<file path="config.mk">
export PLATFORM = sky130hd
export DESIGN_NAME = rr_arbiter_4
export DESIGN_NICKNAME = d
export VERILOG_FILES = /design/src/rtl/arb_pkg.sv /design/src/rtl/decoder_2_4.sv /design/src/rtl/rr_arbiter_4.sv
export SDC_FILE = /design/constraint.sdc
export NUM_CORES = 1
export LEC_CHECK = 0
export CELL_PAD_IN_SITES_DETAIL_PLACEMENT = 0
export CELL_PAD_IN_SITES_GLOBAL_PLACEMENT = 2
export CORE_AREA = 2 2 39 41
export DETAILED_ROUTE_END_ITERATION = 10
export DIE_AREA = 0 0 41 43
export DONT_BUFFER_PORTS = 1
export PLACE_DENSITY = 0.81
export SLEW_MARGIN = 20
export SYNTH_ARGS = -nofsm -noshare
export SYNTH_HDL_FRONTEND = slang
export SYNTH_HIERARCHICAL = 1
export SYNTH_SLANG_ARGS = --single-unit
</file>
<file path="constraint.sdc">
create_clock -name clk -period 3.3 [get_ports clk]
set_input_delay 0 -clock clk [delete_from_list [all_inputs] [get_ports clk]]
set_output_delay 0 -clock clk [all_outputs]
set_load 0.02 [all_outputs]
</file>
<file path="src/rtl/arb_pkg.sv">
// Shared types and helpers for the 4-way round-robin arbiter.
// The rotating-priority search lives here so it can be reused by other arbiters.
package arb_pkg;

  localparam int N_REQ = 4;
  localparam int IDX_W = 2;

  typedef enum logic {
    IDLE  = 1'b0,
    GRANT = 1'b1
  } arb_state_e;

  // First set request bit scanning ptr, ptr+1, ... with wrap; returns ptr when req is empty.
  function automatic logic [IDX_W-1:0] next_winner(input logic [N_REQ-1:0] req,
                                                   input logic [IDX_W-1:0] ptr);
    logic [IDX_W-1:0] cand;
    logic             found;
    next_winner = ptr;
    found       = 1'b0;
    for (int i = 0; i < N_REQ; i++) begin
      cand = ptr + IDX_W'(i);
      if (!found && req[cand]) begin
        next_winner = cand;
        found       = 1'b1;
      end
    end
  endfunction

endpackage

</file>
<file path="src/rtl/decoder_2_4.sv">
// 2-to-4 one-hot decoder with enable; all outputs low when disabled.
module decoder_2_4 (
  input  logic [1:0] s,
  input  logic       en,
  output logic [3:0] y
);

  always_comb begin
    y = 4'b0000;
    if (en) begin
      y[s] = 1'b1;
    end
  end

endmodule

</file>
<file path="src/rtl/rr_arbiter_4.sv">
// Round-robin arbiter for 4 requesters with a registered owner index and decoded grant.
// Optional hold-time limit with forced revoke is built when ARB_TIMEOUT_EN is defined.
module rr_arbiter_4
  import arb_pkg::*;
#(
  parameter int MAX_HOLD = 8,
  parameter int CNT_W    = 4
) (
  input  logic             clk,
  input  logic             rst_n,
  input  logic [N_REQ-1:0] req,
  input  logic             rel,
  output logic [N_REQ-1:0] grant,
  output logic [IDX_W-1:0] gnt_idx,
  output logic             gnt_valid,
  output logic             tout
);

  if (MAX_HOLD < 1 || MAX_HOLD > (2**CNT_W) - 1) begin : g_bad_max_hold
    $error("rr_arbiter_4: MAX_HOLD out of range for CNT_W");
  end

  arb_state_e       state_q;
  logic [IDX_W-1:0] ptr_q;
  logic [IDX_W-1:0] gnt_idx_q;
  logic             gnt_valid_q;
  logic             tout_q;

  logic [IDX_W-1:0] winner_d;
  logic             owner_drop;
  logic             timeout;
  logic             end_grant;

`ifdef ARB_TIMEOUT_EN
  logic [CNT_W-1:0] hold_cnt_q;

  assign timeout = (state_q == GRANT) && (hold_cnt_q == CNT_W'(MAX_HOLD))
                   && !rel && req[gnt_idx_q];
`else
  assign timeout = 1'b0;
`endif

  always_comb begin
    winner_d   = next_winner(req, ptr_q);
    owner_drop = rel || !req[gnt_idx_q];
    end_grant  = owner_drop || timeout;
  end

  // Release and forced revoke share one path: the pointer moves past the owner either way.
  always_ff @(posedge clk or negedge rst_n) begin
    if (!rst_n) begin
      state_q     <= IDLE;
      ptr_q       <= '0;
      gnt_idx_q   <= '0;
      gnt_valid_q <= 1'b0;
      tout_q      <= 1'b0;
`ifdef ARB_TIMEOUT_EN
      hold_cnt_q  <= '0;
`endif
    end else begin
      tout_q <= 1'b0;
      case (state_q)
        IDLE: begin
          if (|req) begin
            gnt_idx_q   <= winner_d;
            gnt_valid_q <= 1'b1;
            state_q     <= GRANT;
`ifdef ARB_TIMEOUT_EN
            hold_cnt_q  <= CNT_W'(1);
`endif
          end
        end
        GRANT: begin
          if (end_grant) begin
            gnt_valid_q <= 1'b0;
            ptr_q       <= gnt_idx_q + IDX_W'(1);
            state_q     <= IDLE;
            tout_q      <= timeout;
`ifdef ARB_TIMEOUT_EN
            hold_cnt_q  <= '0;
`endif
          end else begin
`ifdef ARB_TIMEOUT_EN
            if (hold_cnt_q != {CNT_W{1'b1}}) begin
              hold_cnt_q <= hold_cnt_q + CNT_W'(1);
            end
`endif
          end
        end
        default: begin
          state_q     <= IDLE;
          gnt_valid_q <= 1'b0;
        end
      endcase
    end
  end

  decoder_2_4 u_gnt_dec (
    .s  (gnt_idx_q),
    .en (gnt_valid_q),
    .y  (grant)
  );

  assign gnt_idx   = gnt_idx_q;
  assign gnt_valid = gnt_valid_q;
  assign tout      = tout_q;

endmodule
</file>
After elaboration in Yosys (flattened, before gate mapping). Cells that the tools add are included.

Add/subtract/negate cells: 4. Equality and inequality tests: 2. Bitwise operators: 1. Mux-type cells: 25. Reduce and logical (&&, ||, !) cells: 13. Order comparisons: 6.

Operators with widths (number): $lt A2 B3 Y1 const B (5); $mux W1 (13); $bmux W1 S2 (5); $mux W2 (3); $reduce_and A2 Y1 (3); $add A2 B1 Y2 const B (2); $add A2 B2 Y2 const B (2); $logic_and A1 B1 Y1 (4); $logic_not A1 Y1 (4); $mux W4 (1); $pmux W1 S2 (2); $reduce_or A4 Y1 (1); $demux W1 S2 (1); $ge A2 B1 Y1 const B (1); $ne A2 B1 Y1 const B (1); $ne A2 B2 Y1 const B (1); $logic_or A1 B1 Y1 (1); $not A1 Y1 (1).

Logic and storage cells: 55. Register bits after elaboration: 6. Output and inout port bits: 8.

Depth between registers and ports, before layout. Gate-level depths: netlist of run 1.

Depth in word-level cells: 12. Depth in mapped cells: 4. Gate-level depth less buffers: 4.

Modules after synthesis. The synthesis of run 1 kept the hierarchy.

Modules (own cells, without submodules): rr_arbiter_4 (times used 1, area an instance 384.1 sq um, seq. area each 150.1 sq um, cells an instance 44); decoder_2_4 (times used 1, area an instance 37.5 sq um, seq. area each 0.0 sq um, cells an instance 4).

Least setup slack after synthesis of run 1. Ideal clock, no wire load.

Path kind: reg-to-reg. Start: register gnt_idx_q[1] (netlist: gnt_idx[1]). End: register gnt_valid_q (netlist: gnt_valid). Data arrival time: 1.270 ns. Cell stages (with the launch flop): 5. Setup slack: 1.911 ns. Setup time: 0.119 ns. Path through: dfrtp_1 > mux2i_1 > nor3_2 > a211o_1 > o21a_1.

Word-level cells in the longest chain between the ends: 6.

Ends and longest elaborated chain: from (decl) (RTL line rr_arbiter_4.sv:25) `logic [IDX_W-1:0] gnt_idx_q;`; from (signal assigned) (RTL line rr_arbiter_4.sv:65) `gnt_idx_q <= winner_d;`; $bmux W1 S2 (RTL line rr_arbiter_4.sv:45) `owner_drop = rel || !req[gnt_idx_q];`; $mux W1 (not written as such) (RTL line rr_arbiter_4.sv:45); $logic_not A1 Y1 (RTL line rr_arbiter_4.sv:45); $logic_or A1 B1 Y1 (RTL line rr_arbiter_4.sv:45); $ne A2 B1 Y1 (no source line); $reduce_and A2 Y1 (no source line); to (signal assigned) (RTL line rr_arbiter_4.sv:55) `gnt_valid_q <= 1'b0;`; to (signal assigned) (RTL line rr_arbiter_4.sv:66) `gnt_valid_q <= 1'b1;`; to (signal assigned) (RTL line rr_arbiter_4.sv:75) `gnt_valid_q <= 1'b0;`; to (decl) (RTL line rr_arbiter_4.sv:26) `logic gnt_valid_q;`.

No other way between the ends. The select of a mux whose other input is x is not followed. A chain may end at the register's enable or synchronous reset.

Final worst setup path of run 1.
Start: register ptr_q[0]. End: register gnt_idx_q[0] (netlist: gnt_idx[0]).

Word-level cells in the longest chain between the ends: 12.

Ends and longest elaborated chain: from (decl) (RTL line rr_arbiter_4.sv:24) `logic [IDX_W-1:0] ptr_q;`; from (signal assigned) (RTL line rr_arbiter_4.sv:76) `ptr_q <= gnt_idx_q + IDX_W'(1);`; parallel branches: the longest is 11 deep, another holds $add A2 B1 Y2; $mux W2 (*) (RTL line arb_pkg.sv:22) `if (!found && req[cand]) begin`.

Every way passes the cells marked *. The select of a mux whose other input is x is not followed.

==> results of run 1 <==
-- what timing repair did --
item | in CTS | in global routing
hold buffers | 4 | 0
setup endpoints to repair | 0 | 0
endpoints found under the hold margin | 8 | 0
-- layout make-up --
class	count	area (sq um)	share of cell area
multi-input combinational	34	236	0.481
timing repair buffer	4	40.0	0.0814
inverter	6	22.5	0.0458
clock buffer	3	22.5	0.0458
sequential	6	150	0.305
tap	16	20.0	0.0407
-- flip-flops by register name, summed over array words and instances (netlist names) --
register	flops
gnt_idx	2
gnt_valid	1
ptr_q	2
state_q	1
-- critical path: cells and delay by family, from the launching register on --
kind | cells | cell delay, ns
AO/OA/AOI/OAI | 2 | 0.44
buffers and inverters | 2 | 0.64
flip-flops | 1 | 0.38
AND/OR/NAND/NOR | 1 | 0.08
-- cell usage after synthesis (all sizes together) --
cell type	instances	share of area
dfrtp	6	0.36
inv	6	0.053
o21ai	6	0.071
nor2	3	0.027
a21oi	2	0.024
and3b	2	0.042
buf	2	0.030
mux2i	2	0.047
nand2	2	0.018
nor3	2	0.036
a2111oi	1	0.021
a211o	1	0.021
a211oi	1	0.018
a221oi	1	0.021
a32oi	1	0.039
and3	1	0.018
conb	1	0.0089
nor2b	1	0.015
nor3b	1	0.030
nor4	1	0.015
o211ai	1	0.018
o21a	1	0.018
o21bai	1	0.018
o221ai	1	0.021
o31ai	1	0.018
-- layer usage --
layer	global-route usage	up-vias
li1	-	188
met1	0.155	172
met2	0.184	26
met3	0.0733	5
met4	0.140	0
met5	0	-
-- layout by cell type, fill, tap and decap left out, types with 2 or more instances in the layout --
cell type / n
a21oi_1: 2
and3b_1: 2
clkbuf_4: 3
dfrtp_1: 6
dlygate4sd3_1: 4
inv_1: 6
mux2i_1: 2
nand2_1: 2
nor2_1: 3
o21ai_0: 6
-- through the flow --
stage	hold WS, ns	power [mW]	worst slack (ns)	util	cells
2_1_floorplan	-0.296	0.339	1.91	-	48
3_3_place_gp	-0.295	0.378	1.81	0.310	62
3_5_place_dp	-0.295	0.377	1.76	0.310	62
4_1_cts	0.0121	0.461	1.69	0.355	69
5_1_grt	0.0462	0.501	1.63	0.355	69
6_report	0.0140	0.460	1.70	0.355	69
-- path summary, 6_finish.rpt --
kind                            slack (ns)          to
max in group asynchronous             3.02     state_q
worst min-delay path                  0.01  gnt_idx[1]
worst min register to register        0.59    ptr_q[1]
min in group asynchronous             0.05    ptr_q[1]
worst max register to register        1.70  gnt_idx[0]
worst max-delay path                  1.70  gnt_idx[0]
-- cell families after synthesis --
family,after synthesis,share of synthesized area
compound gates,18,0.306
buf+inv,8,0.0831
flops,6,0.356
mux,2,0.0475
other cells,1,0.00889
simple gates,13,0.199
-- power by group --
group,leakage [nW],switching [mW],internal (mW)
clock network,0.0138,0.0297,0.0413
registers,0.0695,0.0935,0.110
logic,0.132,0.0986,0.0868
total,0.215,0.222,0.238
==> flow_summary.json, run 1 <==
{
  "cp_max_fo": 3,
  "drcViolationCount": 0,
  "setup_viol": 0,
  "start_kind": "register",
  "wl_per_cell_um": 14.5,
  "cts_tree": "built",
  "antenna_cells": 0,
  "drive_gt1_frac": 0.132,
  "synth_seq_cells": 6,
  "crit_slowest_cell": "dlygate4sd3_1",
  "grt_pass1_vias": 347,
  "status": "completed",
  "htreeDepth": 1,
  "top_layer": "met4",
  "max_cap_violations": 0,
  "die_h_um": 43,
  "syn_avg_cell_area_sq_um": 8.78,
  "cp-startpoint": "ptr_q[0]",
  "io_buffers": 0,
  "syn_inst": 48,
  "drt_iter0_drc": 16,
  "ys_seq_area_frac": 0.356,
  "io_pins": 15,
  "antenna_found_initial": 0,
  "fin_nets": 62,
  "gr-total-overflow": 0,
  "root_buffer": "clkbuf_4",
  "postCtsResizedCells": 0,
  "hp-class": "in2reg",
  "postCtsSetupBuffers": 0,
  "yosysWarnings": 6,
  "drt_pass1_iterations": 5,
  "clock-sinks": 6,
  "wl_met3_um": 108,
  "clk_pin_slew_ns": 0.05,
  "grtUsageTotal": 0.143,
  "reg2reg_depth": 5,
  "insertion_delay_ns": 0.26,
  "ys_types": 27,
  "cp_cell_sequence": "inv_1, a221oi_1, o221ai_1, dlygate4sd3_1, nand2_1",
  "hold_depth": 2,
  "slew_violations": 0,
  "synth_nets": 55,
  "required_ns": 3.49,
  "setup_tns_ns": 0,
  "coreArea_sq_mm": 0.00138,
  "final_antenna_net_count": 0,
  "die_x_um": 41,
  "start_util": 0.305,
  "cts_made_buffers": 3,
  "viasPerCell": 5.67,
  "max_stage_delay_ns": 0.57,
  "skew_ns": 0.00899,
  "worstHoldStart": "req[3]",
  "wirelength_um": 1000,
  "fill_cells": 140,
  "power.static_leakage_nw": 0.215,
  "hpwl_um": 751,
  "rsz0062_at_grt": "no",
  "crit_path_end_kind": "register",
  "wl_met2_um": 434,
  "syn_area_sq_um": 422,
  "period_share": 0.485,
  "r2r-start": "ptr_q[0]",
  "finish.instance_area_sq_um": 492,
  "clockBufferDepth": 2,
  "wl_met1_um": 412,
  "ir_drop_mv": 0.222,
  "worstMarginPinSlew_ns": 0.507,
  "grt_start_max_net_pins": 14,
  "final-hold-violation-count": 0,
  "gp_congestion": 0.723,
  "power.density_mw_per_mm2": 935,
  "area_growth_pct": 16.6,
  "relSlewSlack": 0.653,
  "vias": 391,
  "crit_type": "reg2reg",
  "die_area_sq_mm": 0.00176,
  "max_freq_ghz": 0.624,
  "dpl_cell_area_sq_um": 429,
  "crit_arrival_ns": 1.79,
  "rows": 14,
  "grt_pass1_wl_um": 1540,
  "fin_crit_ns": 1.60
}
Power figures use the tool's default switching activity.
==> run 2, diff against run 1 <==
--- a/config.mk
+++ b/config.mk
@@ -7,11 +7,11 @@
 export LEC_CHECK = 0
 export CELL_PAD_IN_SITES_DETAIL_PLACEMENT = 0
 export CELL_PAD_IN_SITES_GLOBAL_PLACEMENT = 2
-export CORE_AREA = 2 2 39 41
+export CORE_MARGIN = 2
+export CORE_UTILIZATION = 28
 export DETAILED_ROUTE_END_ITERATION = 10
-export DIE_AREA = 0 0 41 43
 export DONT_BUFFER_PORTS = 1
-export PLACE_DENSITY = 0.81
+export PLACE_DENSITY = 0.76
 export SLEW_MARGIN = 20
 export SYNTH_ARGS = -nofsm -noshare
 export SYNTH_HDL_FRONTEND = slang
==> constraint.sdc (replaced) <==
create_clock -name clk -period 1.4 [get_ports clk]
set_input_delay 0 -clock clk [delete_from_list [all_inputs] [get_ports clk]]
set_output_delay 0 -clock clk [all_outputs]
set_load 0.02 [all_outputs]
==> run 2 against run 1 <==
- cell area grew 3.8%
- cell count is 2.9% higher
- flip-flop and latch count stayed put
- die area increased by 3.9%
- non-clock buffer count rose by 2
- largest cell class unchanged
==> flow_summary.json, run 2 (synthesized netlist as in run 1, its figures left out) <==
{
  "status": "completed",
  "fill_cells": 158,
  "clockBufferDepth": 2,
  "wirelength_um": 980,
  "crit_path_end_kind": "primary output",
  "clk_pin_slew_ns": 0.05,
  "vias": 388,
  "start_util": 0.290,
  "wl_met1_um": 413,
  "cts_tree": "built",
  "antenna_found_initial": 0,
  "io_buffers": 0,
  "max_freq_ghz": 0.797,
  "wl_met3_um": 96,
  "io_pins": 15,
  "cts_made_buffers": 3,
  "mostFrequentLayoutCells": "6 x inv_1, 6 x o21ai_0, 6 x dfrtp_1",
  "r2r_slack_ns": 0.15,
  "wl_met2_um": 459,
  "die_area_sq_mm": 0.00183,
  "power.static_leakage_nw": 0.229,
  "clock-sinks": 6,
  "rsz0062_at_grt": "no",
  "cp_max_fo": 9,
  "crit_slowest_cell": "dfrtp_1",
  "die_x_um": 42.8,
  "max_cap_violations": 0,
  "fin_crit_ns": 1.25,
  "antenna_cells": 0,
  "skew_ns": 0.00223,
  "htreeDepth": 1,
  "required_ns": 1.40,
  "grt_pass1_wl_um": 1740,
  "drcViolationCount": 0,
  "gp_congestion": 0.791,
  "cp_cell_sequence": "buf_4, nor3b_2",
  "hp-class": "in2reg",
  "drive_gt1_frac": 0.200,
  "pre_cts_slack_ns": 0.0686,
  "viasPerCell": 5.46,
  "rr_endpoint": "gnt_idx[1]",
  "die_h_um": 42.8,
  "area_growth_pct": 21.1,
  "period_share": 0.896,
  "grt_start_max_net_pins": 10,
  "top_layer": "met4",
  "final_antenna_net_count": 0,
  "reg2reg_depth": 4,
  "rows": 14,
  "critPathCapture": "grant[0]",
  "drt_pass1_iterations": 4,
  "wl_per_cell_um": 13.8,
  "grtUsageTotal": 0.130,
  "hpwl_um": 741,
  "cp-startpoint": "gnt_idx[0]",
  "max_stage_delay_ns": 0.42,
  "insertion_delay_ns": 0.25,
  "drt_iter0_drc": 5,
  "setup_viol": 0,
  "r2r-start": "ptr_q[1]",
  "setup_slack_ns": 0.146,
  "crit_type": "reg2out",
  "power.density_mw_per_mm2": 2170,
  "gr-total-overflow": 0,
  "grt_pass1_vias": 395,
  "slew_violations": 0,
  "ir_drop_mv": 0.462,
  "crit_arrival_ns": 1.25,
  "setup_tns_ns": 0,
  "postCtsSetupBuffers": 0,
  "coreArea_sq_mm": 0.00145,
  "root_buffer": "clkbuf_4",
  "start_kind": "register",
  "fin_nets": 64,
  "final-hold-violation-count": 0
}
[run 2: cell count changes in the layout (fill, tap and decap cells not counted)]
cell and delta:
a2111oi_2 +1, dlygate4sd3_1 -1, a2111oi_0 -1, buf_4 +3
[run 2: stage by stage]
step	instance area (sq um)	util	hold slack [ns]	std cells	total power, mW
finish	510	0.351	0.00229	71	1.11
global route	510	0.351	0.00766	71	1.22
CTS	504	0.347	0.00875	71	1.12
detailed placement	452	0.311	-0.295	65	0.936
global placement	452	0.311	-0.295	65	0.955
floorplan	422	-	-0.296	48	0.799
[run 2: metal layers]
layer | up-vias | GRT usage
met4 | 0 | 0.0563
met3 | 2 | 0.0596
met5 | - | 0
li1 | 191 | -
met1 | 180 | 0.159
met2 | 15 | 0.194
[run 2: layout make-up]
type | count | area [sq um] | share of cell area
clock buffers | 3 | 22.5 | 0.0441
inverters | 6 | 22.5 | 0.0441
multi-input cells | 34 | 243 | 0.475
flip-flops and latches | 6 | 150 | 0.294
well taps | 16 | 20.0 | 0.0392
repair buffers | 6 | 52.6 | 0.103
[run 2: worst max-delay path: cells and delay by family, from the launching register on]
kind,cells,cell delay (ns)
DFF,1,0.42
and+or+nand+nor,1,0.38
buffers and inverters,1,0.20
[run 2: worst min-delay path by stage]
stage	from	endpoint	slack, ns	cells after the start
after floorplan	rst_n	gnt_idx[0]	-0.30	0
after global placement	rst_n	state_q	-0.30	0
after detailed placement	rst_n	gnt_valid	-0.30	0
after CTS	req[3]	gnt_idx[0]	0.009	3
after global routing	req[2]	gnt_idx[1]	0.008	2
final	req[2]	gnt_idx[1]	0.002	2
[run 2: repair_timing]
action / CTS / global route
hold buffers: 3 / 0
endpoints found under the setup margin: 0 / 1
gates resized for setup: 0 / 2
endpoints found under the hold margin: 8 / 0
[run 2: power by group]
part           switching, mW  internal [mW]  total (mW)
Sequential             0.125          0.261       0.386
Combinational          0.326          0.236       0.562
Clock                 0.0647         0.0971       0.162
==> run 3, diff against run 2 <==
--- a/config.mk
+++ b/config.mk
@@ -5,13 +5,11 @@
 export SDC_FILE = /design/constraint.sdc
 export NUM_CORES = 1
 export LEC_CHECK = 0
-export CELL_PAD_IN_SITES_DETAIL_PLACEMENT = 0
-export CELL_PAD_IN_SITES_GLOBAL_PLACEMENT = 2
-export CORE_MARGIN = 2
-export CORE_UTILIZATION = 28
+export CORE_AREA = 2 2 39 41
 export DETAILED_ROUTE_END_ITERATION = 10
+export DIE_AREA = 0 0 41 43
 export DONT_BUFFER_PORTS = 1
-export PLACE_DENSITY = 0.76
+export PLACE_DENSITY = 0.57
 export SLEW_MARGIN = 20
 export SYNTH_ARGS = -nofsm -noshare
 export SYNTH_HDL_FRONTEND = slang
==> run 3 against run 2 <==
- the run now ends with negative hold slack left
- total power hardly changed
- sequential power is 4% higher
- cell area fell by 0.98%
- register-to-register slack got worse by 0.03 ns
- cell count is the same
- flip-flop and latch count unchanged
- clock-buffer cell count unchanged
- worst hold slack got worse by 0.0078 ns
- clock power about the same
- die area is 3.8% lower
- global-route usage increased by 1.3 points
- largest cell class unchanged
==> flow_summary.json, run 3 (synthesized netlist as in run 1, its figures left out) <==
{
  "finish.instance_area_sq_um": 505,
  "antenna_found_initial": 0,
  "fill_cells": 146,
  "seq_power_share": 0.363,
  "power_mw": 1.11,
  "internal_power_uw": 590,
  "status": "complete, but fails checks",
  "multi_input_area_sq_um": 238,
  "power.static_leakage_nw": 0.228,
  "grt_start_max_net_pins": 9,
  "vias": 401,
  "hold_depth": 2,
  "wl_met3_um": 60,
  "final-seq-area_sq_um": 150,
  "hp-class": "in2reg",
  "drive_gt1_frac": 0.182,
  "start_util": 0.305,
  "violations": "negative hold slack",
  "dpl_cell_area_sq_um": 452,
  "crit_path_end_kind": "primary output",
  "fin_crit_ns": 1.29,
  "area_growth_pct": 19.9,
  "insertion_delay_ns": 0.24,
  "r2r-start": "gnt_idx[1]",
  "max_freq_ghz": 0.777,
  "reg2reg_depth": 4,
  "drcViolationCount": 0,
  "top_layer": "met4",
  "wl_met2_um": 486,
  "ir_drop_mv": 1.04,
  "setup_slack_ns": 0.113,
  "clock-sinks": 6,
  "cp_max_fo": 8,
  "cts_tree": "built",
  "cts_made_buffers": 3,
  "clk_pin_slew_ns": 0.05,
  "dp.cells": 65,
  "p_sw_frac": 0.468,
  "r2r_slack_ns": 0.11,
  "viasPerCell": 5.65,
  "die_x_um": 41,
  "antenna_cells": 0,
  "coreArea_sq_mm": 0.00138,
  "fin_nets": 64,
  "wirelength_um": 1020,
  "setup_viol": 0,
  "drt_pass1_iterations": 4,
  "wl_met1_um": 456,
  "wl_per_cell_um": 14.3,
  "gp_congestion": 0.763,
  "hold_ws_ns": -0.00556,
  "rsz0062_at_grt": "no",
  "start_kind": "register",
  "rr_endpoint": "ptr_q[1]",
  "crit_type": "reg2out",
  "finalCoreUtilization": 0.365,
  "io_buffers": 0,
  "io_pins": 15,
  "p_sw_uw": 519,
  "required_ns": 1.40,
  "root_buffer": "clkbuf_4",
  "final-hold-violation-count": 1,
  "htreeDepth": 1,
  "gr-total-overflow": 0,
  "hpwl_um": 774,
  "rows": 14,
  "cp-startpoint": "gnt_idx[0]",
  "skew_ns": 0.00264,
  "setup_tns_ns": 0,
  "drt_iter0_drc": 6,
  "combPwrFrac": 0.494,
  "clockBufferDepth": 2,
  "pre_cts_slack_ns": 0.112,
  "final_cells": 71,
  "crit_arrival_ns": 1.29,
  "grtUsageTotal": 0.143,
  "power.density_mw_per_mm2": 2190,
  "critPathCapture": "grant[0]",
  "die_area_sq_mm": 0.00176,
  "slew_violations": 0,
  "grt_pass1_wl_um": 1610,
  "mostFrequentLayoutCells": "6 x inv_1, 6 x o21ai_0, 6 x dfrtp_1",
  "final_antenna_net_count": 0,
  "die_h_um": 43,
  "postCtsSetupBuffers": 0,
  "grt_pass1_vias": 398,
  "clockPowerShare": 0.143,
  "max_cap_violations": 0,
  "period_share": 0.919
}
==> run 3: changes by cell type in the layout (fill, tap and decap cells not counted) <==
cell,change
a2111oi_1,+1
a2111oi_2,-1
==> run 3: area by class of cell <==
type	instances	share of cell area
Tap cell	16	0.0396
Inverter	6	0.0446
Multi-Input combinational cell	34	0.470
Clock buffer	3	0.0446
Sequential cell	6	0.297
Timing Repair Buffer	6	0.104
==> run 3: power by group through the flow <==
stage | registers [mW] | logic (mW) | clock network [mW]
2_1_floorplan | 0.412 | 0.388 | 0
3_3_place_gp | 0.407 | 0.534 | 0
3_5_place_dp | 0.406 | 0.536 | 0
4_1_cts | 0.400 | 0.551 | 0.164
5_1_grt | 0.422 | 0.604 | 0.182
6_report | 0.403 | 0.547 | 0.159
==> run 3: worst min path at each step <==
| stage | from | end | slack, ns |
|---|---|---|---|
| 2_1_floorplan | rst_n | gnt_idx[0] | -0.30 |
| 3_3_place_gp | rst_n | gnt_valid | -0.30 |
| 3_5_place_dp | rst_n | state_q | -0.30 |
| 4_1_cts | req[3] | gnt_idx[1] | 0.02 |
| 5_1_grt | req[3] | gnt_idx[1] | 0.04 |
| 6_report | req[3] | gnt_idx[1] | -0.006 |
==> run 3: timing repair <==
| item | 4_1_cts | 5_1_grt |
|---|---|---|
| gates resized for setup | 0 | 1 |
| hold buffers | 3 | 0 |
| hold endpoints to repair | 7 | 0 |
| endpoints found under the setup margin | 0 | 1 |
==> run 3: worst max-delay path: stages, from the launching register on <==
cell and delay [ns]:
dfrtp_1 0.46, buf_4 0.21, nor3b_2 0.37
==> run 3: layer usage <==
| layer | vias to the layer above | track usage |
|---|---|---|
| met5 | - | 0 |
| met4 | 0 | 0.0800 |
| met3 | 4 | 0.0628 |
| met2 | 13 | 0.213 |
| met1 | 192 | 0.162 |
| li1 | 192 | - |
